`src/rtl/pipe_pkg.sv`:
```
// Shared types for the 4-stage pipeline hazard controller.
// Opcodes, field positions, scoreboard entry and FSM state.
package pipe_pkg;

  localparam logic [1:0] OP_ALU   = 2'b00;
  localparam logic [1:0] OP_LOAD  = 2'b01;
  localparam logic [1:0] OP_STORE = 2'b10;
  localparam logic [1:0] OP_BR    = 2'b11;

  localparam int OP_LSB = 6;
  localparam int RD_LSB = 4;
  localparam int RS_LSB = 2;

  typedef struct packed {
    logic       valid;
    logic       we;
    logic [1:0] rd;
    logic       is_load;
    logic       is_br;
  } sb_entry_t;

  typedef enum logic [1:0] {
    S_RESET,
    S_RUN,
    S_STALL,
    S_FLUSH
  } state_t;

  function automatic logic op_writes(input logic [1:0] op);
    return (op == OP_ALU) || (op == OP_LOAD);
  endfunction

  function automatic logic op_reads_rd(input logic [1:0] op);
    return (op == OP_ALU) || (op == OP_STORE);
  endfunction

  function automatic logic op_reads_rs(input logic [1:0] op);
    return op != OP_BR;
  endfunction

  function automatic logic sb_hit(
    input sb_entry_t  e,
    input logic [1:0] r
  );
    return e.valid && e.we && (e.rd == r);
  endfunction

endpackage

```
`src/rtl/sat_counter.sv`:
```
// Saturating event counter with synchronous active-high reset.
// Holds at all-ones instead of wrapping.
module sat_counter #(
  parameter int W = 16
) (
  input  logic         clk,
  input  logic         rst,
  input  logic         inc,
  output logic [W-1:0] count
);

  always_ff @(posedge clk) begin
    if (rst)
      count <= '0;
    else if (inc && (count != '1))
      count <= count + 1'b1;
  end

endmodule

```
`src/rtl/pipe_hazard_ctrl.sv`:
```
// Stall/flush sequencing for the 4-stage 8-bit pipeline.
// Build option: PIPE_HAZARD_FWD_EN enables operand forwarding.
module pipe_hazard_ctrl #(
  parameter int STALL_CNT_W = 16
) (
  input  logic                   clk,
  input  logic                   rst,
  input  logic                   fetch_valid,
  input  logic [7:0]             instr_id,
  input  logic                   branch_taken_ex,
  output logic                   pc_en,
  output logic                   if_id_en,
  output logic                   if_id_flush,
  output logic                   id_ex_bubble,
  output logic                   ex_valid,
  output logic                   mem_valid,
  output logic                   wb_valid,
  output logic                   wb_we,
  output logic [1:0]             wb_rd,
  output logic [1:0]             fwd_a_sel,
  output logic [1:0]             fwd_b_sel,
  output logic [STALL_CNT_W-1:0] stall_cnt,
  output logic [STALL_CNT_W-1:0] flush_cnt
);

  import pipe_pkg::*;

  logic       id_valid;
  sb_entry_t  ex_q, mem_q, wb_q, ex_d;
  state_t     state;

  logic [1:0] op, id_rd, id_rs;
  logic       rd_rd, rs_rd;
  logic       hazard, flush, stall;

  assign op    = instr_id[OP_LSB +: 2];
  assign id_rd = instr_id[RD_LSB +: 2];
  assign id_rs = instr_id[RS_LSB +: 2];
  assign rd_rd = op_reads_rd(op);
  assign rs_rd = op_reads_rs(op);

`ifdef PIPE_HAZARD_FWD_EN
  assign hazard = id_valid && ex_q.is_load &&
                  ((rd_rd && sb_hit(ex_q, id_rd)) ||
                   (rs_rd && sb_hit(ex_q, id_rs)));
`else
  // WB writes the register file this cycle, so only EX and MEM matter
  assign hazard = id_valid &&
                  ((rd_rd && (sb_hit(ex_q, id_rd) ||
                              sb_hit(mem_q, id_rd))) ||
                   (rs_rd && (sb_hit(ex_q, id_rs) ||
                              sb_hit(mem_q, id_rs))));
`endif

  assign flush = ex_q.valid && ex_q.is_br &&
                 branch_taken_ex && (state != S_FLUSH);
  assign stall = hazard && !flush;

  always_comb begin
    pc_en        = 1'b0;
    if_id_en     = 1'b0;
    if_id_flush  = 1'b1;
    id_ex_bubble = 1'b1;
    if (!rst) begin
      pc_en        = !stall;
      if_id_en     = !stall;
      if_id_flush  = flush;
      id_ex_bubble = stall || flush;
    end
  end

  always_comb begin
    ex_d = '0;
    if (!(stall || flush)) begin
      ex_d.valid   = id_valid;
      ex_d.we      = op_writes(op);
      ex_d.rd      = id_rd;
      ex_d.is_load = (op == OP_LOAD);
      ex_d.is_br   = (op == OP_BR);
    end
  end

  always_ff @(posedge clk) begin
    if (rst) begin
      id_valid <= 1'b0;
      ex_q     <= '0;
      mem_q    <= '0;
      wb_q     <= '0;
      state    <= S_RESET;
    end else begin
      if (flush)
        id_valid <= 1'b0;
      else if (!stall)
        id_valid <= fetch_valid;
      ex_q  <= ex_d;
      mem_q <= ex_q;
      wb_q  <= mem_q;
      unique case (state)
        S_RESET: state <= S_RUN;
        S_FLUSH: state <= S_RUN;
        default:
          state <= flush ? S_FLUSH :
                   stall ? S_STALL : S_RUN;
      endcase
    end
  end

  assign ex_valid  = ex_q.valid;
  assign mem_valid = mem_q.valid;
  assign wb_valid  = wb_q.valid;
  assign wb_we     = wb_q.valid && wb_q.we;
  assign wb_rd     = wb_q.rd;

`ifdef PIPE_HAZARD_FWD_EN
  logic [1:0] ex_rs_q;
  logic       ex_rd_rd_q, ex_rs_rd_q;

  always_ff @(posedge clk) begin
    if (rst || stall || flush) begin
      ex_rs_q    <= '0;
      ex_rd_rd_q <= 1'b0;
      ex_rs_rd_q <= 1'b0;
    end else begin
      ex_rs_q    <= id_rs;
      ex_rd_rd_q <= rd_rd;
      ex_rs_rd_q <= rs_rd;
    end
  end

  function automatic logic [1:0] fwd_sel(
    input logic       used,
    input logic [1:0] r,
    input sb_entry_t  m,
    input sb_entry_t  w
  );
    if (!used)        return 2'b00;
    if (sb_hit(m, r)) return 2'b01;
    if (sb_hit(w, r)) return 2'b10;
    return 2'b00;
  endfunction

  always_comb begin
    fwd_a_sel = 2'b00;
    fwd_b_sel = 2'b00;
    if (!rst && ex_q.valid) begin
      fwd_a_sel = fwd_sel(ex_rd_rd_q, ex_q.rd, mem_q, wb_q);
      fwd_b_sel = fwd_sel(ex_rs_rd_q, ex_rs_q, mem_q, wb_q);
    end
  end
`else
  assign fwd_a_sel = 2'b00;
  assign fwd_b_sel = 2'b00;
`endif

  logic unused_bits;
  assign unused_bits = ^{instr_id[1:0], ex_q.is_load,
                         mem_q.is_load, mem_q.is_br,
                         wb_q.is_load, wb_q.is_br};

  sat_counter #(.W(STALL_CNT_W)) u_stall_cnt (
    .clk   (clk),
    .rst   (rst),
    .inc   (stall),
    .count (stall_cnt)
  );

  sat_counter #(.W(STALL_CNT_W)) u_flush_cnt (
    .clk   (clk),
    .rst   (rst),
    .inc   (flush),
    .count (flush_cnt)
  );

endmodule

```
`config.mk`:
```
export PLATFORM = sky130hd
export DESIGN_NAME = pipe_hazard_ctrl
export DESIGN_NICKNAME = d
export VERILOG_FILES = /design/src/rtl/pipe_pkg.sv /design/src/rtl/sat_counter.sv /design/src/rtl/pipe_hazard_ctrl.sv
export SDC_FILE = /design/constraint.sdc
export NUM_CORES = 1
export LEC_CHECK = 0
export ABC_AREA = 1
export CORE_MARGIN = 4
export CORE_UTILIZATION = 40
export DETAILED_ROUTE_END_ITERATION = 6
export PLACE_DENSITY = 0.68
export REMOVE_ABC_BUFFERS = 1
export SETUP_SLACK_MARGIN = 0.3
export SYNTH_ARGS = -nofsm -noshare
export SYNTH_HDL_FRONTEND = slang
export SYNTH_SLANG_ARGS = --single-unit
```
`constraint.sdc`:
```
create_clock -name clk -period 2.95 [get_ports clk]
set_clock_uncertainty 0.1 [all_clocks]
set_input_delay 0.295 -clock clk [delete_from_list [all_inputs] [get_ports clk]]
set_output_delay 0.295 -clock clk [all_outputs]
set_load 0.1 [all_outputs]
```
==> flow_summary_export.csv <==
group,metric,value,unit
outcome,status,"completed",
place,gp_congestion,0.776,
floorplan,die_y,88.5,µm
cells_and_area,antenna_cells,0,
setup_path,worstPathMaxFanout,9,
drt,drtIter0Drc,82,
timing,hold_viol,0,
setup_path,required,2.56,ns
cts,cts_resized,0,
cts,cts_made_buffers,5,
cells_and_area,seqCellArea,961,µm²
global_routing,antenna_found_initial,0,
global_routing,grt_pass1_vias,2189,
setup_path,path_class,"in2out",
setup_path,cp-end-kind,"output port",
worst_hold_path,whs_path_depth,2,
cts,cts.clk_slew.worst_paths,0.08,ns
cells_and_area,nFillCells,673,
timing,fin_ws,0.622,ns
setup_path,rr_worst_depth,9,
timing,drv_slew,0,
cts,clock_tree.root_cell,"clkbuf_8",
timing,rsz0062_at_grt,"no",
drt,route.detailed.drc,0,
global_routing,grt_pass1_wl,9600,µm
logic_synthesis,yosysSeqAreaShare,37.1,%
timing,fin_hold_ws,0.328,ns
drt,first_pass_iters,4,
cts,cts.path.max_buffers,2,
place,dp.cells,501,
cells_and_area,final_cell_mix,"89 x nand2_1, 65 x inv_1, 58 x nor2_1",
floorplan,io_pins,58,
place,hpwl,4300,µm
timing,fin_crit_sh,78.9,%
cts,insertion_delay,0.30,ns
drt,wl,5690,µm
logic_synthesis,ys_seq_elements,48,
global_routing,grt_overflow,0,
place,post-place-ws,0.607,ns
timing,setup_viol,0,
power,leakage,0.00148,µW
cells_and_area,fin_nets,447,
logic_synthesis,async_reset_ff_share,0,%
power,max-vdd-ir-drop,0.000259,V
timing,fmax,430,MHz
cts,numClockSinks,48,
drt,via_per_inst,4.70,
global_routing,grt_util_all_layers,15.3,%
cells_and_area,stdcell_count,509,
floorplan,coreArea,6310,µm²
logic_synthesis,syn_area,2590,µm²
floorplan,start_util,41.0,%
cells_and_area,layout_commonest_cell,"nand2_1",
job,cap_viol_max_count,0,
drt,wl_per_cell,11.2,µm
floorplan,rows,29,
cells_and_area,multi_input_area,1280,µm²
cts,post-cts-setup-buffers,0,
cells_and_area,syn2layout_area_growth,23.1,%
cts,postCtsHoldBufs,0,
floorplan,dieArea,7830,µm²
setup_path,arrival,1.93,ns
power,power.density,403,nW/µm²
logic_synthesis,ys_types,38,
logic_synthesis,synth_edf_count,0,
cells_and_area,drive_gt1_share,16.9,%
logic_synthesis,syn_avg_cell_area,6.80,µm²
logic_synthesis,synthFlopType,"dfxtp_1",
drt,ant_nets,0,
place,io_buffers,51,
timing,post-route-min-period,2.33,ns
worst_hold_path,hp-class,"reg2reg",
logic_synthesis,yosysWarnings,0,
cts,h-tree-depth,2,
floorplan,chipWidth,88.5,µm
drt,num_vias,2390,
cts,cts_tree,"yes",
setup_path,start_kind,"input pin",
logic_synthesis,synthCells,381,
global_routing,grt_max_degree,31,
-- sequential cells by signal (all words and copies together), names as in the netlist, 2 cells and up --
name / flops
u_flush_cnt.count: 16
u_stall_cnt.count: 16
ex_q: 4
mem_q: 3
state: 2
wb_rd: 2
-- routing by layer --
layer	track usage [%]	share of wire (%)
met5	0	0
met4	3.71	0.77
met3	2.98	4.1
met2	27.3	49
met1	18.8	46
-- worst paths after layout --
kind                                             end                 start  slack [ns]
worst max-delay path                        if_id_en           instr_id[2]        0.62
worst min-delay path                         wb_q[4]              mem_q[4]        0.33
worst max register to register  u_flush_cnt.count[9]  u_flush_cnt.count[0]        1.01
worst min register to register               wb_q[4]              mem_q[4]        0.33
-- cell families (layout without fill, tap and decap cells) --
kind of cell | Yosys count | count (layout) | share of synthesized area (%)
adder cells (fa/ha/maj) | 4 | 4 | 1.93
AND/OR/NAND/NOR | 198 | 198 | 35.5
buffers and inverters | 82 | 130 | 13.9
flip-flops | 48 | 48 | 37.1
other | 1 | 4 | 0.145
AO/OA/AOI/OAI | 41 | 41 | 9.08
XOR/XNOR | 7 | 7 | 2.37
-- report_power, final --
part	switching [µW]	leakage, µW	internal (µW)
logic	103	0.00103	41.0
registers	7.88	0.000389	657
clock network	226	0.0000552	252
-- layout make-up --
cell class                      count  area share (%)
Multi-Input combinational cell    254            40.2
Sequential cell                    48            30.1
Timing Repair Buffer               55            15.2
Inverter                           67            8.05
Tap cell                           77            3.02
Clock buffer                        6            2.28
Clock inverter                      2            1.10
-- synthesized netlist by cell type (all sizes together) (2+ instances only) --
library cell  count  area (µm²)
ha                4        50.1
a21oi            12        67.6
buf              13        93.8
nor2             63         269
nand3            15        90.1
clkbuf            2        8.75
nand4            15         124
nor3              8        45.0
dfxtp            48         961
o21bai            3        22.5
nand2            94         370
xnor2             2        17.5
xor2              5        43.8
nand3b            2        15.0
o21ai            21         105
inv              66         248
-- worst max-delay path, cell delays in order --
cell and delay (ns):
clkdlybuf4s50_1 0.51, inv_1 0.07, nand2_1 0.06, nand2_1 0.04, nand3b_1 0.07, nand2_1 0.07
nand2_1 0.10, nand2_4 0.10, nand3_2 0.14, nand2_1 0.09, inv_1 0.18, buf_12 0.20
-- per-stage QoR --
step / power (µW) / TNS, ns / utilization, % / area [µm²]
6_report: 1290 / 0 / 50.5 / 3190
5_1_grt: 1340 / 0 / 50.5 / 3190
4_1_cts: 1300 / 0 / 50.5 / 3190
3_5_place_dp: 824 / 0 / 48.8 / 3080
3_3_place_gp: 822 / 0 / 48.8 / 3080
2_1_floorplan: 776 / -1.02 / - / 2500
(Power assumes the default switching activity.)
